==> src/rtl/pc_fetch_sequencer.sv <==
// Program counter and fetch sequencer: IDLE/RUN/FLUSH/DONE control of the fetch address.
// Optional cycle counter built when PC_FETCH_CYCLE_COUNT_EN is defined.
module pc_fetch_sequencer #(
    parameter int              PC_W       = 16,
    parameter logic [PC_W-1:0] START_ADDR = '0
) (
    input  logic            clk,
    input  logic            reset,
    input  logic            start,
    input  logic [PC_W-1:0] target,
    input  logic            take_branch,
    input  logic            stall,
    input  logic            halt,
    output logic [PC_W-1:0] pc,
    output logic            fetch_valid,
    output logic            done,
    output logic [15:0]     cycle_count
);

    typedef enum logic [1:0] {
        IDLE  = 2'd0,
        RUN   = 2'd1,
        FLUSH = 2'd2,
        DONE  = 2'd3
    } state_t;

    state_t state;

    always_ff @(posedge clk or posedge reset) begin
        if (reset) begin
            state <= IDLE;
            pc    <= START_ADDR;
        end else begin
            case (state)
                IDLE, DONE: begin
                    if (start) begin
                        pc    <= START_ADDR;
                        state <= RUN;
                    end
                end
                RUN: begin
                    // halt > stall > take_branch > sequential
                    if (halt) begin
                        state <= DONE;
                    end else if (stall) begin
                        state <= RUN;
                    end else if (take_branch) begin
                        pc    <= target;
                        state <= FLUSH;
                    end else begin
                        pc <= pc + PC_W'(1);
                    end
                end
                FLUSH: state <= RUN;
                default: state <= IDLE;
            endcase
        end
    end

    assign fetch_valid = (state == RUN);
    assign done        = (state == DONE);

`ifdef PC_FETCH_CYCLE_COUNT_EN
    logic [15:0] cnt;

    always_ff @(posedge clk or posedge reset) begin
        if (reset) begin
            cnt <= '0;
        end else if ((state == IDLE || state == DONE) && start) begin
            cnt <= '0;
        end else if ((state == RUN || state == FLUSH) && cnt != 16'hFFFF) begin
            cnt <= cnt + 16'd1;
        end
    end

    assign cycle_count = cnt;
`else
    assign cycle_count = '0;
`endif

endmodule

==> config.mk <==
export PLATFORM = sky130hd
export DESIGN_NAME = pc_fetch_sequencer
export DESIGN_NICKNAME = d
export VERILOG_FILES = /design/src/rtl/pc_fetch_sequencer.sv
export SDC_FILE = /design/constraint.sdc
export NUM_CORES = 1
export LEC_CHECK = 0
export BUFFER_PORTS_ARGS = -buffer_cell sky130_fd_sc_hd__buf_2
export CORE_MARGIN = 4
export CORE_UTILIZATION = 51
export CTS_CLUSTER_DIAMETER = 200
export CTS_CLUSTER_SIZE = 8
export DETAILED_ROUTE_END_ITERATION = 7
export PLACE_DENSITY_LB_ADDON = 0.08
export SLEW_MARGIN = 40
export SYNTH_ARGS = -nofsm -noshare
export SYNTH_HDL_FRONTEND = slang
export SYNTH_SLANG_ARGS = --single-unit
==> constraint.sdc <==
create_clock -name clk -period 3.49 [get_ports clk]
set_input_delay 0.698 -clock clk [delete_from_list [all_inputs] [get_ports clk]]
set_output_delay 0.698 -clock clk [all_outputs]
set_load 0.03 [all_outputs]
==> Word-level counts from Yosys, hierarchy flattened <==
Cells that the tools add are included.
{ "classes": {"mux": 10, "n_eq_ne": 7, "add_sub_neg": 1, "reduce_logical": 5} }
{ "ops": {"columns": ["op", "count"], "rows": [
  ["16-bit 2-to-1 mux", 4],
  ["16-bit case mux with 2 select lines", 1],
  ["16-bit by 1-bit adder with 16-bit output, second input constant", 1],
  ["2-bit 2-to-1 mux", 4],
  ["2-bit != test, second input constant", 3],
  ["2-bit case mux with 3 select lines", 1],
  ["2-bit == test, second input constant", 2],
  ["4-bit != test, second input constant", 1],
  ["4-bit AND reduction", 1],
  ["2-bit by 1-bit == test with 1-bit output, second input constant", 1],
  ["2-bit zero test", 1],
  ["2-bit AND reduction", 1],
  ["2-bit nonzero test", 1],
  ["2-bit OR reduction", 1]
]} }
{ "totals": {"input_bits": 22, "regBits": 18} }

==> Depth between registers and ports, before layout <==
Gate-level depths: netlist (run 1).
{ "depth": {"ltp_word": 5, "depth_mapped": 8, "mapped_depth_nobuf": 6} }

==> Worst setup path after synthesis (run 1) <==
No wires, ideal clock.
{ "synth_timing": {"kind": "register -> register", "start": "register state[1]", "end": "register pc[15]", "arrival_time_ps": 1694, "setup_time_ps": 133, "path_buffers": 2, "stages_incl_launch_ff": 8, "path_slack_ps": 1663, "path_cell_list": "dfrtp_1 inv_1 ha_1 clkbuf_1 o211a_1 buf_2 mux2i_1 o211ai_1"} }
{ "synth_via": {"word_cells_on_any_way": 10, "cone_classes": "eq/ne: 5; mux: 1; reduce/logical: 4"} }
{ "synth_lines": {"columns": ["element", "line_no", "rtl"], "rows": [
  ["start: declaration", "27", "state_t state;"],
  ["start signal: assignment", "31", "state <= IDLE;"],
  ["start signal: assignment", "38", "state <= RUN;"],
  ["start signal: assignment", "44", "state <= DONE;"],
  ["2-bit by 1-bit == test with 1-bit output *", null, null],
  ["net fetch_valid", "15", "output logic fetch_valid,"],
  ["2-bit != test (no source line) / 2-bit nonzero test (equally long branches)", null, null],
  ["4-bit AND reduction (no source line)", null, null],
  ["end signal: assignment", "48", "pc <= target;"],
  ["end signal: assignment", "51", "pc <= pc + PC_W'(1);"],
  ["end: declaration", "14", "output logic [PC_W-1:0] pc,"]
]} }
The timed path passes the listed nets; every way through them passes the cells marked *.
A chain may end at the register's enable or synchronous reset.

==> Final worst setup path (run 1) <==
{ "layout_timing": {"start": "register state[1]", "end": "output fetch_valid"} }
{ "layout_via": {"elab_chain_len": 1} }
{ "layout_lines": {"columns": ["element", "line_no", "rtl"], "rows": [
  ["2-bit by 1-bit == test with 1-bit output", "60", "assign fetch_valid = (state == RUN);"],
  ["end: declaration", "15", null]
]} }
No other way between the ends.

==> parameters.txt, run 1 <==
Parameter                              Value

Outcome
  Run status    completed

STA
  Setup TNS Final    0 ns
  Max-slew violations    0
  Number of hold-slack violations in the final timing report    0
  Max-slew headroom at the worst pin    53.49%
  Final setup vio count    0
  Portion of the clock cycle consumed by the worst path in the final layout    62.70%
  Clock period minus final worst setup slack    2.188 ns
  Highest Clock Rate    457.0 MHz
  Fin Clk Skew    0.004744 ns
  PnR worst setup slack    1.302 ns
  Setup repair after global routing missed its margin    false
  Slew at the pin closest to its max-slew limit    0.6933 ns

Yosys
  Number of instances in the synthesized netlist    160
  Compound-gate portion of the synthesized area    23.61%
  Total of flip-flops plus latches after synthesis    18
  Fraction of registers with async set or reset after synthesis    100.0%
  Cell variety after synth    39
  Part of the Yosys area used for sequential elements    34.55%
  Share of synthesized area spent on multiplexers    1.631%
  Average cell area after synthesis    8.148 um^2
  Cell Area, Synth    1304 um^2
  Dominant combinational cell family by area after synthesis    simple AND/OR/NAND/NOR gates
  Post-synthesis share of cell area spent on and, or, nand and nor gates    23.80%
  Dominant synthesized flop cell    sky130_fd_sc_hd__dfrtp_1
  Number of warnings reported in the yosys synthesis log    0
  Area share of fa/ha/maj cells after synthesis    2.879%
  Number of synthesized flops with an enable pin    0
  Area share of xor/xnor cells in the synthesized design    0%

Drt
  Final routed wire length divided by cell count    14.98 um
  Met2 wirelength from detailed routing    1.669 mm
  Met1 routed wirelength after detailed routing    1.470 mm
  Antenna Nets Post-Route    0
  Routed met3 length    201 um
  Via density    5.655
  Total wirelength of the detailed-routed design    3.386 mm
  Highest metal used    met4
  DRC violations left    0
  Number of DRC violations after detailed-routing iteration 0    57
  Number of iterations in the first detailed-routing pass    4
  Total vias in the final route    1,278

Final layout
  Layout-stage area growth over the synthesis result    13.34%
  Layout Cells excl Fill    226
  Ant. Diodes    0
  Number of nets in the finished design    223
  Layout cells sized above 1    23.98%
  Final cell area excluding filler cells    1478 um^2
  Fill cell total of the finished layout    252
  Storage cell area    450.4 um^2
  Footprint of the multi-input gates    737.0 um^2

Power and ir drop
  Maximum vdd ir drop    0.0006797 V
  Leak Pwr    0.0007267 uW
  Ratio of total power to cell area    883.8 nW/um^2

Clock network
  Buffer depth of the longest clock path    2
  TritonCTS Buffers    3
  Insertion delay to the later sink of the worst-skew pair    0.31 ns
  Clock-pin transition on the worst setup and hold timing paths    0.12 ns
  H-Tree Level Count    1
  Root buffer cell    sky130_fd_sc_hd__clkbuf_4
  Hold_buf cts    0
  TritonCTS clock tree    yes
  Number of sinks driven by the clock tree    18
  Resize count post-CTS    0
  Setup bufs post-CTS    0

Floorplanning
  Vertical die dimension    58.56 um
  Num ports    56
  Die area    3429 um^2
  Placement Rows    18
  Horiz. Die Dim    58.56 um
  Area of the core    2455 um^2
  Effective utilization at floorplan    53.11%

Worst setup path
  Launching instance or port of the critical path    state[1]
  Path type of the worst setup path    reg2out
  Worst path arrival time    1.49 ns
  Buffers & Inverters on Critical Path    2
  Longest individual stage delay on the worst path    0.41 ns
  Highest-delay cell along the critical path    sky130_fd_sc_hd__dfrtp_1
  Cell family contributing the most delay on the critical path    flip-flops
  Critical Path End Type    output pin
  Worst Setup Start Kind    register
  Endpoint required time on the critical path    2.79 ns
  CP max FO    14
  Worst reg2reg startpoint    state[0]
  Chain of cells forming the critical path    inv_1 -> ha_1 -> buf_2

Place
  Count of buffers from port buffering    39
  Area of placed instances    1450 um^2
  Half-perimeter wire length after detailed placement    2.429 mm
  DP Worst Slack    1.253 ns
  Cell total after placement    222
  Final weighted congestion in routability-driven placement    0.8292

Worst hold path
  Class of the tightest hold or removal check    in2async

Flow run
  Maximum Capacitance Violations    0

Global route
  Vias in the first global route    1,142
  Initial antenna violation count    0
  Total Routing Usage GR    20.39%
  Final global-route overflow total    0
  Pin count of the biggest net entering global routing    26
  Global-route wire length before repair    5.395 mm
placed cells by master, fill, tap and decap left out, types with 2 or more instances in the layout:
master / count
sky130_fd_sc_hd__and3_1: 3
sky130_fd_sc_hd__nand2_1: 18
sky130_fd_sc_hd__nor3_1: 3
sky130_fd_sc_hd__conb_1: 16
sky130_fd_sc_hd__o211ai_1: 2
sky130_fd_sc_hd__nand2b_1: 2
sky130_fd_sc_hd__o21ai_0: 9
sky130_fd_sc_hd__nand3_1: 8
sky130_fd_sc_hd__and2_1: 2
sky130_fd_sc_hd__nor2_1: 11
sky130_fd_sc_hd__a21oi_1: 10
sky130_fd_sc_hd__nand4_1: 5
sky130_fd_sc_hd__o22ai_1: 2
sky130_fd_sc_hd__buf_2: 40
sky130_fd_sc_hd__or3_1: 2
sky130_fd_sc_hd__a22o_1: 3
sky130_fd_sc_hd__o2bb2ai_1: 5
sky130_fd_sc_hd__ha_1: 3
sky130_fd_sc_hd__a22oi_1: 4
sky130_fd_sc_hd__dfrtp_1: 18
sky130_fd_sc_hd__inv_1: 5
sky130_fd_sc_hd__nor4_1: 5
sky130_fd_sc_hd__clkbuf_4: 3
cells by family (layout without fill, tap and decap cells):
logic type,after synthesis,after routing
compound gates,45,45
simple gates,62,62
mux,2,2
buf+inv,29,50
flops,18,18
other cells,1,16
fa+ha+maj,3,3
power breakdown:
part           total [uW]  internal (uW)  switching (uW)
Combinational         769            250             519
Clock                 115           40.4            74.1
Sequential            422            302             121
synthesized netlist by cell type, types with 2 or more instances:
library cell,n,area [um^2]
sky130_fd_sc_hd__nand4_1,5,31.28
sky130_fd_sc_hd__o21ai_0,9,45.04
sky130_fd_sc_hd__o211ai_1,2,15.01
sky130_fd_sc_hd__ha_1,3,37.54
sky130_fd_sc_hd__nand3_1,8,40.04
sky130_fd_sc_hd__buf_4,16,120.1
sky130_fd_sc_hd__dfrtp_1,18,450.4
sky130_fd_sc_hd__and2_1,2,12.51
sky130_fd_sc_hd__clkbuf_1,4,15.01
sky130_fd_sc_hd__and3_1,3,18.77
sky130_fd_sc_hd__a22o_1,3,26.28
sky130_fd_sc_hd__nand2_1,18,67.56
sky130_fd_sc_hd__o2bb2ai_1,5,43.79
sky130_fd_sc_hd__o22ai_1,2,12.51
sky130_fd_sc_hd__or3_1,2,12.51
sky130_fd_sc_hd__nor3_1,3,15.01
sky130_fd_sc_hd__nor4_1,5,31.28
sky130_fd_sc_hd__a21oi_1,10,50.05
sky130_fd_sc_hd__inv_1,6,22.52
sky130_fd_sc_hd__nand2b_1,2,12.51
sky130_fd_sc_hd__nor2_1,11,41.29
sky130_fd_sc_hd__a22oi_1,4,30.03
sky130_fd_sc_hd__buf_2,3,15.01
metrics by stage:
stage,total power [uW],util [%],hold slack [ns]
after floorplan,1003,-,0.5004
after global placement,1162,59.07,0.5169
after detailed placement,1184,59.07,0.5282
after CTS,1297,59.99,0.5303
after global routing,1406,60.19,0.4348
final,1306,60.19,0.3844
registers in the layout, indices dropped and copies added (netlist names):
register and flops:
state 2, pc 16
worst register-to-register path, stage by stage (launching register included):
cell                       delay, ns
sky130_fd_sc_hd__dfrtp_1        0.43
sky130_fd_sc_hd__ha_1           0.35
sky130_fd_sc_hd__nand2b_1       0.25
sky130_fd_sc_hd__o211ai_1       0.23
sky130_fd_sc_hd__buf_2          0.23
sky130_fd_sc_hd__a22o_1         0.24
sky130_fd_sc_hd__a211o_1        0.26
routing by layer:
| layer | vias to the layer above | global-route usage [%] |
|---|---|---|
| met5 | - | 0 |
| met4 | 0 | 6.954 |
| met3 | 5 | 3.070 |
| met2 | 36 | 33.01 |
| met1 | 607 | 27.67 |
| li1 | 630 | - |
worst paths after layout:
path / to / slack, ns / cells past startpoint
min reg2reg: pc[12] / 0.55 / 1
max reg2reg: pc[14] / 1.41 / 6
min in group clk: pc[12] / 0.55 / 1
max in group asynchronous: pc[4] / 2.76 / 2
min: state[1] / 0.38 / 2
max: fetch_valid / 1.30 / 3
final cells by class:
type	instances	share of cell area [%]
Inverter	6	1.524
Sequential cell	18	30.48
Clock buffer	3	1.524
Multi-Input combinational cell	128	49.87
Timing Repair Buffer	41	14.06
Tap cell	30	2.540
No activity file was read; power rests on OpenSTA's default activity.
==> run 2: changes to the inputs <==
--- a/config.mk
+++ b/config.mk
@@ -7,7 +7,7 @@
 export LEC_CHECK = 0
 export BUFFER_PORTS_ARGS = -buffer_cell sky130_fd_sc_hd__buf_2
 export CORE_MARGIN = 4
-export CORE_UTILIZATION = 51
+export CORE_UTILIZATION = 43
 export CTS_CLUSTER_DIAMETER = 200
 export CTS_CLUSTER_SIZE = 8
 export DETAILED_ROUTE_END_ITERATION = 7
==> constraint.sdc (replaced) <==
create_clock -name clk -period 1.95 [get_ports clk]
set_input_delay 0.39 -clock clk [delete_from_list [all_inputs] [get_ports clk]]
set_output_delay 0.39 -clock clk [all_outputs]
set_load 0.03 [all_outputs]
==> parameters.txt, run 2 (same netlist as run 1, synthesis figures left out) <==
Parameter                              Value

Final layout
  Largest register by flop count    pc
  Number of nets in the finished design    228 (+2.2%)
  Ant. Diodes    0 (unchanged)
  Layout-stage area growth over the synthesis result    17.75%
  Commonest cells after routing, fill and taps aside    39 x sky130_fd_sc_hd__buf_2, 18 x sky130_fd_sc_hd__nand2_1, 18 x sky130_fd_sc_hd__dfrtp_1
  Max reg flops    16 (unchanged)
  Most common cell after layout, fill and taps aside    sky130_fd_sc_hd__buf_2
  Top flop regs    pc (16), state (2)
  Layout cells sized above 1    26.73% (+2.8 points)
  Layout Cells excl Fill    233 (+3.1%)

Place
  Final weighted congestion in routability-driven placement    0.8146 (-1.8%)
  Half-perimeter wire length after detailed placement    2.651 mm (+9.2%)
  Count of buffers from port buffering    39 (unchanged)
  Cell total after placement    229 (+3.2%)

Global route
  Vias in the first global route    1,260 (+10%)
  Final global-route overflow total    0 (unchanged)
  Total Routing Usage GR    18.65% (-1.7 points)
  Pin count of the biggest net entering global routing    26 (unchanged)
  Global-route wire length before repair    5.961 mm (+10%)
  Initial antenna violation count    0 (unchanged)

Drt
  Number of DRC violations after detailed-routing iteration 0    65 (+14%)
  Total vias in the final route    1,315 (+2.9%)
  Final routed wire length divided by cell count    15.70 um (+4.8%)
  Via density    5.644 (-0.20%)
  DRC violations left    0 (unchanged)
  Total wirelength of the detailed-routed design    3.658 mm (+8.0%)
  Antenna Nets Post-Route    0 (unchanged)
  Number of iterations in the first detailed-routing pass    4 (unchanged)

STA
  Portion of the clock cycle consumed by the worst path in the final layout    92.53%
  Final setup vio count    0 (unchanged)
  Max-slew violations    0 (unchanged)
  Setup repair after global routing missed its margin    false
  Setup TNS Final    0 ns (unchanged)
  Slew at the pin closest to its max-slew limit    0.7363 ns (+0.04294 ns)
  Max-slew headroom at the worst pin    50.86% (-2.6 points)
  Number of hold-slack violations in the final timing report    0 (unchanged)
  Fin Clk Skew    0.01311 ns (+0.008367 ns)
  Highest Clock Rate    554.2 MHz
  Clock period minus final worst setup slack    1.804 ns

Worst setup path
  Critical Path End Type    register
  Worst path arrival time    2.02 ns (+0.53 ns)
  Worst Setup Start Kind    register
  Path type of the worst setup path    reg2reg
  CP max FO    5 (-9)
  Endpoint required time on the critical path    2.16 ns (-0.63 ns)

Floorplanning
  Horiz. Die Dim    63.07 um (+7.7%)
  Num ports    56 (unchanged)
  Placement Rows    19 (+1)
  Area of the core    2829 um^2 (+15%)
  Die area    3977 um^2 (+16%)
  Vertical die dimension    63.07 um (+7.7%)
  Effective utilization at floorplan    46.09% (-7.0 points)

Worst hold path
  Class of the tightest hold or removal check    in2async

Clock network
  TritonCTS clock tree    yes
  TritonCTS Buffers    3 (unchanged)
  Clock-pin transition on the worst setup and hold timing paths    0.13 ns (about the same)
  Number of sinks driven by the clock tree    18 (unchanged)
  Setup bufs post-CTS    0 (unchanged)
  Root buffer cell    sky130_fd_sc_hd__clkbuf_4
  Buffer depth of the longest clock path    2 (unchanged)
  H-Tree Level Count    1 (unchanged)
  Insertion delay to the later sink of the worst-skew pair    0.31 ns (about the same)
  Hold_buf cts    0 (unchanged)

Power and ir drop
  Ratio of total power to cell area    1615 nW/um^2 (+83%)
  Leak Pwr    0.0007605 uW (+4.7%)
  Maximum vdd ir drop    0.0008467 V (+25%)

Flow run
  Maximum Capacitance Violations    0 (unchanged)

Outcome
  Run status    completed
-- run 2: changes by cell type in the layout (fill, tap and decap cells not counted) --
cell / delta
sky130_fd_sc_hd__ha_2: +1
sky130_fd_sc_hd__ha_1: -1
sky130_fd_sc_hd__clkbuf_8: +1
sky130_fd_sc_hd__inv_1: +1
sky130_fd_sc_hd__buf_2: -1
sky130_fd_sc_hd__buf_4: +6
sky130_fd_sc_hd__clkinv_1: -1
-- run 2: through the flow --
stage	worst slack [ns]	total power, uW	instance area, um^2	util (%)	hold slack [ns]
6_report	0.1457	2479	1535	54.27	0.1768
3_5_place_dp	0.1551	2220	1496	52.90	0.5289
3_3_place_gp	0.2134	2184	1496	52.90	0.5186
4_1_cts	0.08770	2460	1533	54.18	0.2155
5_1_grt	0.02375	2655	1535	54.27	0.2414
2_1_floorplan	0.1232	1796	1360	-	0.3286
-- run 2: metal layers --
metal | up-vias | wire length, um | global-route usage (%)
met3 | 5 | 220 | 3.375
met4 | 0 | 43 | 5.785
li1 | 640 | - | -
met1 | 626 | 1604 | 23.30
met2 | 44 | 1789 | 32.41
met5 | - | 0 | 0
-- run 2: critical path: stages, from the launching register on --
cell                       delay, ns
sky130_fd_sc_hd__dfrtp_1        0.41
sky130_fd_sc_hd__inv_1          0.08
sky130_fd_sc_hd__ha_2           0.28
sky130_fd_sc_hd__nand2b_1       0.15
sky130_fd_sc_hd__o211ai_1       0.21
sky130_fd_sc_hd__a22o_1         0.28
sky130_fd_sc_hd__a311o_1        0.31
-- run 2: timing repair --
item,CTS,global route
hold endpoints to repair,0,0
gates resized for setup,0,1
endpoints found under the setup margin,0,1
-- run 2: worst paths after layout --
| check | start | endpoint | slack, ns | cells after the start |
|---|---|---|---|---|
| min | reset | pc[2] | 0.18 | 2 |
| min reg2reg | pc[6] | pc[6] | 0.56 | 1 |
| max in group asynchronous | reset | pc[9] | 1.30 | 2 |
| max reg2reg | state[1] | pc[8] | 0.15 | 6 |
| max | state[1] | pc[8] | 0.15 | 6 |
| min in group clk | target[13] | pc[13] | 0.30 | 3 |
-- run 2: power breakdown --
group	switching, uW	total [uW]	internal [uW]
clock network	137	251	114
logic	964	1470	508
registers	216	756	540
total	1320	2480	1160
-- run 2: cell type report --
type                       count  area (um^2)
inverter                       6        22.52
timing repair buffer          46        247.7
multi-input combinational    128        739.5
clock buffer                   4        36.28
tap                           31        38.79
sequential                    18        450.4
fill                         276         1294
==> run 3: changes to the inputs <==
==> constraint.sdc (replaced) <==
create_clock -name clk -period 1.95 [get_ports clk]
set_input_delay 0 -clock clk [delete_from_list [all_inputs] [get_ports clk]]
set_output_delay 0 -clock clk [all_outputs]
set_load 0.03 [all_outputs]
==> parameters.txt, run 3 (same netlist as run 1, synthesis figures left out) <==
Parameter                              Value

Outcome
  Run status    complete, but fails checks
  Violated checks    negative hold slack

Worst setup path
  Path type of the worst setup path    reg2reg
  Chain of cells forming the critical path    ha_1 -> nand2b_1 -> o211ai_1 -> a22o_1 -> a311o_1
  Buffers & Inverters on Critical Path    0 (-1)
  Worst path arrival time    2.02 ns (about the same)
  CP max FO    5 (unchanged)
  Highest-delay cell along the critical path    sky130_fd_sc_hd__dfrtp_1
  Longest individual stage delay on the worst path    0.42 ns (about the same)
  Worst Setup Start Kind    register
  Cell family contributing the most delay on the critical path    compound AO/OA/AOI/OAI gates
  Endpoint required time on the critical path    2.16 ns (about the same)
  Critical Path End Type    register

STA
  Final setup vio count    0 (unchanged)
  Portion of the clock cycle consumed by the worst path in the final layout    93.23% (+0.71 points)
  Fin Clk Skew    0.006060 ns (-0.007052 ns)
  Setup TNS Final    0 ns (unchanged)
  Max-slew headroom at the worst pin    50.59% (-0.27 points)
  Max-slew violations    0 (unchanged)
  PnR worst setup slack    0.1319 ns (-0.01378 ns)
  Worst Hold Margin    -0.001725 ns (-0.1785 ns)
  Highest Clock Rate    550.0 MHz (-0.76%)
  Setup repair after global routing missed its margin    false
  Clock period minus final worst setup slack    1.818 ns (+0.01378 ns)
  Number of hold-slack violations in the final timing report    1 (+1)
  Slew at the pin closest to its max-slew limit    0.7403 ns (+0.004004 ns)

Floorplanning
  Horiz. Die Dim    63.07 um (unchanged)
  Effective utilization at floorplan    46.09% (unchanged)
  Placement Rows    19 (unchanged)
  Vertical die dimension    63.07 um (unchanged)
  Num ports    56 (unchanged)
  Die area    3977 um^2 (unchanged)
  Area of the core    2829 um^2 (unchanged)

Place
  Final weighted congestion in routability-driven placement    0.8146 (unchanged)
  DP Worst Slack    0.1551 ns (unchanged)
  Count of buffers from port buffering    39 (unchanged)
  Half-perimeter wire length after detailed placement    2.651 mm (unchanged)

Final layout
  Largest register by flop count    pc
  Commonest cells after routing, fill and taps aside    39 x sky130_fd_sc_hd__buf_2, 18 x sky130_fd_sc_hd__nand2_1, 18 x sky130_fd_sc_hd__dfrtp_1
  Number of nets in the finished design    236 (+3.5%)
  Most common cell after layout, fill and taps aside    sky130_fd_sc_hd__buf_2
  Layout-stage area growth over the synthesis result    23.70%
  Fill cell total of the finished layout    264 (-4.3%)
  Max reg flops    16 (unchanged)
  Ant. Diodes    0 (unchanged)
  Layout cells sized above 1    25.24% (-1.5 points)
  Top flop regs    pc (16), state (2)

Drt
  Via density    5.556 (-1.6%)
  Number of iterations in the first detailed-routing pass    4 (unchanged)
  Final routed wire length divided by cell count    15.45 um (-1.6%)
  Number of DRC violations after detailed-routing iteration 0    48 (-26%)
  DRC violations left    0 (unchanged)
  Total vias in the final route    1,339 (+1.8%)
  Antenna Nets Post-Route    0 (unchanged)
  Total wirelength of the detailed-routed design    3.724 mm (+1.8%)

Clock network
  H-Tree Level Count    1 (unchanged)
  Insertion delay to the later sink of the worst-skew pair    0.31 ns (about the same)
  Root buffer cell    sky130_fd_sc_hd__clkbuf_4
  TritonCTS clock tree    yes
  Clock-pin transition on the worst setup and hold timing paths    0.12 ns (about the same)
  Number of sinks driven by the clock tree    18 (unchanged)
  TritonCTS Buffers    3 (unchanged)
  Buffer depth of the longest clock path    2 (unchanged)
  Resize count post-CTS    0 (unchanged)

Global route
  Final global-route overflow total    0 (unchanged)
  Global-route wire length before repair    6.044 mm (+1.4%)
  Total Routing Usage GR    18.91% (+0.26 points)
  Initial antenna violation count    0 (unchanged)
  Vias in the first global route    1,282 (+1.7%)
  Pin count of the biggest net entering global routing    26 (unchanged)

Power and ir drop
  Maximum vdd ir drop    0.0008451 V (-0.18%)
  Leak Pwr    0.0007951 uW (+4.5%)
  Ratio of total power to cell area    1540 nW/um^2 (-4.6%)

Flow run
  Maximum Capacitance Violations    0 (unchanged)

Worst hold path
  Class of the tightest hold or removal check    in2reg
-- run 3: cell count changes in the layout (fill, tap and decap cells not counted), sizes merged --
cell	change
dlygate4sd3	+8
-- run 3: per-stage QoR --
stage	total power, uW	hold slack (ns)	utilization, %	area, um^2	instances
2_1_floorplan	1796	-0.06143	-	1360	175
3_3_place_gp	2184	0.1651	52.90	1496	229
3_5_place_dp	2220	0.1548	52.90	1496	229
4_1_cts	2472	0.003044	57.01	1613	241
5_1_grt	2659	0.01788	57.01	1613	241
6_report	2483	-0.001725	57.01	1613	241
-- run 3: cell type report --
class	count	area (um^2)	share of cell area (%)
multi-input cells	128	737.0	45.69
flip-flops and latches	18	450.4	27.93
repair buffers	54	327.8	20.33
well taps	31	38.79	2.405
clock buffers	4	36.28	2.250
inverters	6	22.52	1.396
-- run 3: path summary, 6_finish.rpt --
kind                       startpoint    end  slack (ns)  cells after the start
max                          state[0]  pc[8]        0.13                      5
min                         target[3]  pc[3]      -0.002                      3
max reg2reg                  state[0]  pc[8]        0.13                      5
min reg2reg                     pc[6]  pc[6]        0.56                      1
max in group asynchronous       reset  pc[9]        1.14                      3
min in group asynchronous       reset  pc[2]        0.35                      3
-- run 3: worst reg2reg max path, stage by stage, from the launching register on --
cell and delay (ns):
sky130_fd_sc_hd__dfrtp_1 0.42, sky130_fd_sc_hd__ha_1 0.34, sky130_fd_sc_hd__nand2b_1 0.16, sky130_fd_sc_hd__o211ai_1 0.21
sky130_fd_sc_hd__a22o_1 0.28, sky130_fd_sc_hd__a311o_1 0.31
-- run 3: layer usage --
layer | wire length (um) | part of all wire [%] | GRT usage [%] | vias up
met2 | 1837 | 49 | 32.94 | 44
met4 | 43 | 1.2 | 5.785 | 0
li1 | - | - | - | 658
met3 | 192 | 5.2 | 3.020 | 5
met1 | 1651 | 44 | 23.86 | 632
met5 | 0 | 0 | 0 | -
-- run 3: repair_timing --
item                       in CTS  in global routing
buffers inserted                0                  0
setup endpoints to repair       0                  0
hold buffers                    8                  0
hold endpoints to repair       25                  0
-- run 3: power by group --
group / internal (uW) / switching, uW
Sequential: 540 / 216
Clock: 114 / 133
Combinational: 511 / 970
Total: 1160 / 1320
